## src/rtl/avg_pkg.sv

```systemverilog
// Shared definitions for the avg_fast sample source: default sample width and
// the streaming FSM state encoding.
package avg_pkg;

    localparam int AVG_DW = 8;

    typedef enum logic [1:0] {
        IDLE   = 2'd0,
        STREAM = 2'd1,
        STARVE = 2'd2
    } avg_src_state_t;

endpackage

```

## src/rtl/avg_src_fifo.sv

```systemverilog
// Synchronous FIFO feeding the sample source; head is read combinationally,
// full/empty/count are registered and reflect the previous edge.
module avg_src_fifo
    import avg_pkg::*;
#(
    parameter int DW    = AVG_DW,
    parameter int DEPTH = 8
) (
    input  logic                     clk,
    input  logic                     rs,
    input  logic                     wr_en,
    input  logic [DW-1:0]            wr_data,
    input  logic                     rd_en,
    output logic [DW-1:0]            rd_data,
    output logic                     full,
    output logic                     empty,
    output logic [$clog2(DEPTH):0]   count
);

    localparam int AW = $clog2(DEPTH);
    localparam int CW = AW + 1;
    localparam logic [CW-1:0] DEPTH_C = CW'(DEPTH);

    logic [DW-1:0] mem_r [DEPTH];
    logic [AW-1:0] wr_ptr_r;
    logic [AW-1:0] rd_ptr_r;
    logic [CW-1:0] count_r;
    logic [CW-1:0] count_s;
    logic          full_r;
    logic          empty_r;
    logic          wr_acc_s;
    logic          rd_acc_s;

    // A pop needs an entry present before the edge, so a write into an
    // empty FIFO cannot be read back in the same cycle.
    assign wr_acc_s = wr_en & ~full_r;
    assign rd_acc_s = rd_en & ~empty_r;

    // Occupancy after this edge's accepted write/pop.
    always_comb begin
        count_s = count_r;
        case ({wr_acc_s, rd_acc_s})
            2'b10:   count_s = count_r + CW'(1);
            2'b01:   count_s = count_r - CW'(1);
            default: count_s = count_r;
        endcase
    end

    // Pointers, occupancy and flags.
    always_ff @(posedge clk or posedge rs) begin
        if (rs) begin
            wr_ptr_r <= {AW{1'b0}};
            rd_ptr_r <= {AW{1'b0}};
            count_r  <= {CW{1'b0}};
            full_r   <= 1'b0;
            empty_r  <= 1'b1;
        end else begin
            if (wr_acc_s) begin
                wr_ptr_r <= wr_ptr_r + AW'(1);
            end
            if (rd_acc_s) begin
                rd_ptr_r <= rd_ptr_r + AW'(1);
            end
            count_r <= count_s;
            full_r  <= (count_s == DEPTH_C);
            empty_r <= (count_s == {CW{1'b0}});
        end
    end

    // Storage array; contents are don't-care once pointers are reset.
    always_ff @(posedge clk) begin
        if (wr_acc_s) begin
            mem_r[wr_ptr_r] <= wr_data;
        end
    end

    assign rd_data = mem_r[rd_ptr_r];
    assign full    = full_r;
    assign empty   = empty_r;
    assign count   = count_r;

endmodule

```

## src/rtl/avg_sample_src.sv

```systemverilog
// Paced sample source for the avg_fast averager: FIFO-buffered samples each
// held HOLD clocks. Define AVG_SRC_HOLD_LAST_EN to keep the last sample valid while starved.
module avg_sample_src
    import avg_pkg::*;
#(
    parameter int DW    = AVG_DW,
    parameter int DEPTH = 8,
    parameter int HOLD  = 2
) (
    input  logic                     clk,
    input  logic                     rs,
    input  logic                     wr_en,
    input  logic [DW-1:0]            wr_data,
    output logic                     full,
    output logic [$clog2(DEPTH):0]   count,
    input  logic                     start,
    input  logic                     stop,
    output logic [DW-1:0]            num_out,
    output logic                     num_vld,
    output logic                     num_stb,
    output logic                     busy
);

    localparam int HW = (HOLD > 1) ? $clog2(HOLD) : 1;
    localparam logic [HW-1:0] HOLD_LD = HW'(HOLD - 1);

    avg_src_state_t state_r;
    avg_src_state_t state_s;
    logic [HW-1:0]  hold_cnt_r;
    logic [HW-1:0]  hold_cnt_s;
    logic           stop_lat_r;
    logic           stop_lat_s;
    logic           stop_eff_s;
    logic           pop_s;
    logic           empty_s;
    logic [DW-1:0]  head_s;
    logic [DW-1:0]  num_out_r;
    logic [DW-1:0]  num_out_s;
    logic           num_vld_r;
    logic           num_vld_s;
    logic           num_stb_r;
    logic           num_stb_s;
    logic           busy_r;
    logic           busy_s;

    avg_src_fifo #(
        .DW    (DW),
        .DEPTH (DEPTH)
    ) u_fifo (
        .clk     (clk),
        .rs      (rs),
        .wr_en   (wr_en),
        .wr_data (wr_data),
        .rd_en   (pop_s),
        .rd_data (head_s),
        .full    (full),
        .empty   (empty_s),
        .count   (count)
    );

    // A stop arriving on the final hold clock still ends the stream there.
    assign stop_eff_s = stop_lat_r | stop;

    // State register plus registered outputs.
    always_ff @(posedge clk or posedge rs) begin
        if (rs) begin
            state_r    <= IDLE;
            hold_cnt_r <= {HW{1'b0}};
            stop_lat_r <= 1'b0;
            num_out_r  <= {DW{1'b0}};
            num_vld_r  <= 1'b0;
            num_stb_r  <= 1'b0;
            busy_r     <= 1'b0;
        end else begin
            state_r    <= state_s;
            hold_cnt_r <= hold_cnt_s;
            stop_lat_r <= stop_lat_s;
            num_out_r  <= num_out_s;
            num_vld_r  <= num_vld_s;
            num_stb_r  <= num_stb_s;
            busy_r     <= busy_s;
        end
    end

    // Next-state, hold counter, stop latch and pop decision.
    always_comb begin
        state_s    = state_r;
        hold_cnt_s = hold_cnt_r;
        stop_lat_s = stop_lat_r;
        pop_s      = 1'b0;
        case (state_r)
            IDLE: begin
                stop_lat_s = 1'b0;
                if (start && !empty_s) begin
                    pop_s      = 1'b1;
                    hold_cnt_s = HOLD_LD;
                    state_s    = STREAM;
                end else begin
                    state_s = IDLE;
                end
            end
            STREAM: begin
                if (hold_cnt_r != {HW{1'b0}}) begin
                    hold_cnt_s = hold_cnt_r - HW'(1);
                    stop_lat_s = stop_eff_s;
                end else if (stop_eff_s) begin
                    stop_lat_s = 1'b0;
                    state_s    = IDLE;
                end else if (!empty_s) begin
                    pop_s      = 1'b1;
                    hold_cnt_s = HOLD_LD;
                end else begin
                    state_s = STARVE;
                end
            end
            STARVE: begin
                if (stop_eff_s) begin
                    stop_lat_s = 1'b0;
                    state_s    = IDLE;
                end else if (!empty_s) begin
                    pop_s      = 1'b1;
                    hold_cnt_s = HOLD_LD;
                    state_s    = STREAM;
                end else begin
                    state_s = STARVE;
                end
            end
            default: begin
                stop_lat_s = 1'b0;
                state_s    = IDLE;
            end
        endcase
    end

    // Output values to be registered on this edge.
    always_comb begin
        num_out_s = num_out_r;
        num_vld_s = 1'b0;
        num_stb_s = 1'b0;
        if (pop_s) begin
            num_out_s = head_s;
            num_vld_s = 1'b1;
            num_stb_s = 1'b1;
        end else begin
            case (state_s)
                STREAM: num_vld_s = 1'b1;
                STARVE: begin
`ifdef AVG_SRC_HOLD_LAST_EN
                    num_vld_s = 1'b1;
`else
                    num_out_s = {DW{1'b0}};
                    num_vld_s = 1'b0;
`endif
                end
                default: num_vld_s = 1'b0;
            endcase
        end
        busy_s = (state_s != IDLE);
    end

    assign num_out = num_out_r;
    assign num_vld = num_vld_r;
    assign num_stb = num_stb_r;
    assign busy    = busy_r;

endmodule

```

## config.mk

```make
export PLATFORM = sky130hd
export DESIGN_NAME = avg_sample_src
export DESIGN_NICKNAME = d
export VERILOG_FILES = /design/src/rtl/avg_pkg.sv /design/src/rtl/avg_src_fifo.sv /design/src/rtl/avg_sample_src.sv
export SDC_FILE = /design/constraint.sdc
export NUM_CORES = 1
export LEC_CHECK = 0
export ABC_AREA = 0
export CAP_MARGIN = 20
export CORE_ASPECT_RATIO = 0.7
export CORE_MARGIN = 2
export CORE_UTILIZATION = 62
export DETAILED_ROUTE_END_ITERATION = 8
export PLACE_DENSITY = 0.84
export SLEW_MARGIN = 0
export SYNTH_ARGS = -nofsm -noshare
export SYNTH_HDL_FRONTEND = slang
export SYNTH_SLANG_ARGS = --single-unit
```

## constraint.sdc

```tcl
create_clock -name clk -period 4.8 [get_ports clk]
set_clock_uncertainty 0.15 [all_clocks]
set_input_delay 1.2 -clock clk [delete_from_list [all_inputs] [get_ports clk]]
set_output_delay 1.2 -clock clk [all_outputs]
set_load 0.01 [all_outputs]
```

Word level (Yosys, flattened, before mapping). Memories as Yosys holds them, arrays and structs flattened. Index checks and enable logic that the tools add are counted.

Register bits after elaboration: 27. RAM bits: 64. Input bits: 13. Logic and storage cells: 69. Memories: 1.

Add/sub/neg operators: 5. Eq/ne operators: 10. Multiplexer cells: 28. Bitwise gates (word level): 5. Reductions and logical operators: 8.

Memory list: u_fifo.mem_r (words 8, bits a word 8, rd ports 1, clocked after memory_dff 0, wr ports 1, RTL line avg_src_fifo.sv:24) `logic [DW-1:0] mem_r [DEPTH];`.

Operators by type and width (count): $mux 1 (16); $mux 8 (2); $mux 2 (5); $pmux 4 s2 (1); $add 3x1->3 const B (2); $eq 2x1->1 const B (3); $eq 2x2->1 const B (3); $ne 2x2->1 const B (3); $pmux 1 s3 (2); $pmux 2 s3 (1); $add 4x1->4 const B (1); $eq 4x4->1 const B (1); $logic_not 4->1 (1); $reduce_and 4->1 (1); $reduce_bool 2->1 (2); $sub 4x1->4 const B (1); $reduce_bool 3->1 (1); $and 1x1->1 (2); $logic_not 2->1 (1); $not 1->1 (2); $pmux 1 s2 (1); $logic_and 1x1->1 (1); $logic_not 1->1 (1); $or 1x1->1 (1); $sub 1x1->1 const B (1).

Depth between registers and ports, before layout.
Word-level depth: 8. Depth in mapped cells: 13. Gate-level depth less buffers: 12.

Cells and area by module. From an unflattened synthesis, not the netlist that was laid out.

Cell total of the unflattened synthesis: 243. Area total of the unflattened synthesis: 3941.3 um^2.

Modules (own cells, without submodules): avg_src_fifo (times used 1, cells each 165, area an instance 3146.8 um^2); avg_sample_src (times used 1, cells each 78, area an instance 794.5 um^2).

Worst setup path after synthesis. OpenSTA, ideal clock, no wires.

Kind: input -> register. From: input port stop. To: register u_fifo.count_r[3] (netlist: u_fifo.count[3]). Arrival: 3.228 ns. Data required time: 4.526 ns. Path slack: 1.298 ns. Cell stages on the path: 10. Cell sequence: or4b_1 > a31oi_1 > nand2b_1 > inv_1 > ha_1 > buf_6 > nand2b_1 > nor4_1 > a211oi_2 > or2_1.

Cells in the longest elaborated chain, start to end: 7. Elaborated cells on any way between the ends: 8.

RTL lines: start, declared (RTL line avg_sample_src.sv:17) `input logic stop,`; $or 1x1->1 (*) (RTL line avg_sample_src.sv:62) `assign stop_eff_s = stop_lat_r | stop;`; $mux 1 (*) (RTL line avg_sample_src.sv:106) `end else if (stop_eff_s) begin`; $mux 1 (RTL line avg_sample_src.sv:103) `if (hold_cnt_r != {HW{1'b0}}) begin`; $pmux 1 s3 (*) (RTL line avg_sample_src.sv:91) `case (state_r)`; $and 1x1->1 (*) (RTL line avg_src_fifo.sv:37) `assign rd_acc_s = rd_en & ~empty_r;`; $eq 2x1->1 / $eq 2x2->1 (equally long branches) (RTL line avg_src_fifo.sv:42) `case ({wr_acc_s, rd_acc_s})`; $pmux 4 s2 (*) (RTL line avg_src_fifo.sv:42); named net u_fifo.count_s[3] (RTL line avg_src_fifo.sv:28) `logic [CW-1:0] count_s;`; end signal, assigned (RTL line avg_src_fifo.sv:54) `count_r <= {CW{1'b0}};`; end signal, assigned (RTL line avg_src_fifo.sv:64) `count_r <= count_s;`; end, declared (RTL line avg_src_fifo.sv:27) `logic [CW-1:0] count_r;`.

The timed path passes the listed nets; every way through them passes the cells marked *. A chain may end at the register's enable or synchronous reset.

Worst setup path in the final report. Same ends and word-level chain as after synthesis.

==> flow_summary.ini <==
[worst_setup_path]
cp-start-kind = primary input
max_stage_delay_ns = 0.49
cp_data_required_time_ns = 4.93
crit_arrival_ns = 3.93
path_cells = clkdlybuf4s50_1 > or4b_1 > a31oi_1 > nand2b_1 > inv_1 > ha_1 > nand2b_1 > nor4_1 > nand4_1 > o311ai_2 > or2_1
crit_top_cell = nand2b_1
worstSetupEndpointType = flip-flop
worst-setup-path-type = primary input to flip-flop
critPathSlowestCell = or4b_1
crit_path_max_fanout = 7

[logic_synthesis]
synth_warnings = 0
syn-cell-area_um2 = 3920
synth_area_per_cell_um2 = 16.4
synth_most_common_cell = edfxtp_1
synth.area.top_cells = edfxtp_1 49%, dfrtp_1 17%, mux4_2 9.2%
netlist_instances = 239
yosysTopAreaCell = edfxtp_1
synth_seq_area_share_pct = 66.3
synth_top_area_share_pct = 49.0
synth_seq_cells = 91
synth-edff-count = 64
synth_nets = 260
synth_commonest_cells = 64 x edfxtp_1, 26 x dfrtp_1, 16 x mux4_2
synth.distinct_cells = 52
async_flop_share_pct = 29.7
synth_ff_type = edfxtp_1

[sta]
tightest_slew_ns = 0.956
fmax_ghz = 0.264
relSlewSlack_pct = 36.1
fin_tns_setup_ns = 0
rsz0062_at_grt = no
fin_crit_sh_pct = 79.0
setup_viol = 0
fin_crit_ns = 3.79
final_max_slew_viol_count = 0
hold_violations = 0

[clocking]
insertion_delay_ns = 0.35
cts.path.max_buffers = 2
ctsResizeCount = 0
ctsHtreeMaxLevel = 3
path_clk_slew_ns = 0.09
cts_hold_buf = 0
cts-root-buf = clkbuf_8
post_cts_buffers = 0
numCtsBuffers = 9
cts_sinks = 91
cts_tree = done

[layout]
area_growth_pct = 15.0
antenna_cells = 0
drive_gt1_share_pct = 18.5
seqCellArea_um2 = 2600
nFillCells = 385
design_area_um2 = 4510
multi_input_area_um2 = 1220
fin_nets = 292

[pwr]
peakVddDrop_uv = 270
power_mw = 2.75
power.leakage_nw = 1.64
powerDensity_nw_per_um2 = 609

[die]
die_y_um = 70.5
die_x_um = 99.1
io-pin-count = 29
start_util_pct = 63.7
core_area_um2 = 6160
rows = 24
fp.dieArea_um2 = 6990

[outcome]
outcome = finished clean

[placed_design]
numPortBuffers = 28
hpwlAfterDp_mm = 4.78
gp_congestion = 0.853
place_area_um2 = 4260

[grt]
overflow = 0
first_global_vias = 2263
grt_usage_pct = 23.8
grt_pass1_wl_mm = 12.2
grt_max_degree = 28
antenna_found_initial = 0

[run]
maxCapViolCount = 0

[hold_path]
min-delay-path-class = flip-flop to flip-flop

[detailed_routing]
drt-vias-per-instance = 6.18
via_count = 2188
drt_pass1_iterations = 4
post_drt_wl_per_cell_um = 21.1
drc = 0
ant_nets = 0
drt_iter0_drc = 228
wl_mm = 7.47
[routing by layer]
metal | vias up | wire length (µm) | track usage (%)
met4 | 0 | 120 | 9.44
met3 | 8 | 546 | 5.43
li1 | 984 | - | -
met2 | 82 | 3810 | 37.8
met5 | - | 0 | 0
met1 | 1114 | 2990 | 32.8
[power by group]
group	internal [mW]	total (mW)	switching (mW)
clock network	0.297	0.562	0.265
registers	1.04	1.21	0.171
logic	0.507	0.977	0.471
[cell families after synthesis]
logic type | count (synthesis) | share of synthesized area, %
xor+xnor | 8 | 1.79
buf+inv | 20 | 2.52
flops | 91 | 66.3
mux | 26 | 11.8
fa+ha+maj | 8 | 2.55
compound gates | 34 | 7.98
simple gates | 52 | 7.08
[registers in the layout (all words and copies together), names as in the netlist]
signal / count
busy: 1
hold_cnt_r: 1
num_out: 8
num_stb: 1
num_vld: 1
state_r: 2
stop_lat_r: 1
u_fifo.count: 4
u_fifo.empty: 1
u_fifo.full: 1
u_fifo.mem_r: 64
u_fifo.rd_ptr_r: 3
u_fifo.wr_ptr_r: 3
[path summary, 6_finish.rpt]
check	start	to	slack (ns)	depth (start not counted)
max	stop	u_fifo.count[3]	1.01	11
min	num_out[2]	num_out[2]	0.34	1
max reg2reg	state_r[1]	u_fifo.count[3]	1.56	12
min reg2reg	num_out[2]	num_out[2]	0.34	1
max in group asynchronous	rs	num_out[3]	3.13	3
min in group asynchronous	rs	u_fifo.count[2]	0.96	2
[worst max-delay path, delay by kind of cell]
kind                     cells  cell delay, ns
buffers and inverters        2            0.61
AO/OA/AOI/OAI                2            0.33
adder cells (fa/ha/maj)      1            0.34
AND/OR/NAND/NOR              6            1.45
[layout make-up]
type                    instances  share of cell area, %
flip-flops and latches         91                   57.6
multi-input cells             128                   27.1
repair buffers                 33                   7.49
clock buffers                   9                   2.75
clock inverters                 7                   2.19
well taps                      78                   2.16
inverters                       8                  0.666
[stage by stage]
stage          setup slack [ns]  cells  utilization [%]  hold WS, ns
4_1_cts                    1.03    353             72.8        0.347
3_3_place_gp              0.808    337             69.2        0.320
6_report                   1.01    354             73.3        0.341
2_1_floorplan              1.30    239                -        0.330
3_5_place_dp              0.666    337             69.2        0.323
5_1_grt                   0.787    354             73.3        0.358
[cells in the final DEF (no fill, tap or decap), types with 8 or more instances in the layout]
master           synthesis  routed
nor2_1                  12      12
ha_1                     8       8
clkbuf_8                 0       9
clkdlybuf4s50_1          0      28
nand2_1                 10      10
edfxtp_1                64      64
mux2i_1                  8       8
dfrtp_1                 26      26
inv_1                    8       8
o2bb2ai_1                8       8
mux4_2                  16      16
nand2b_1                 9       9
Power figures use the tool's default switching activity.
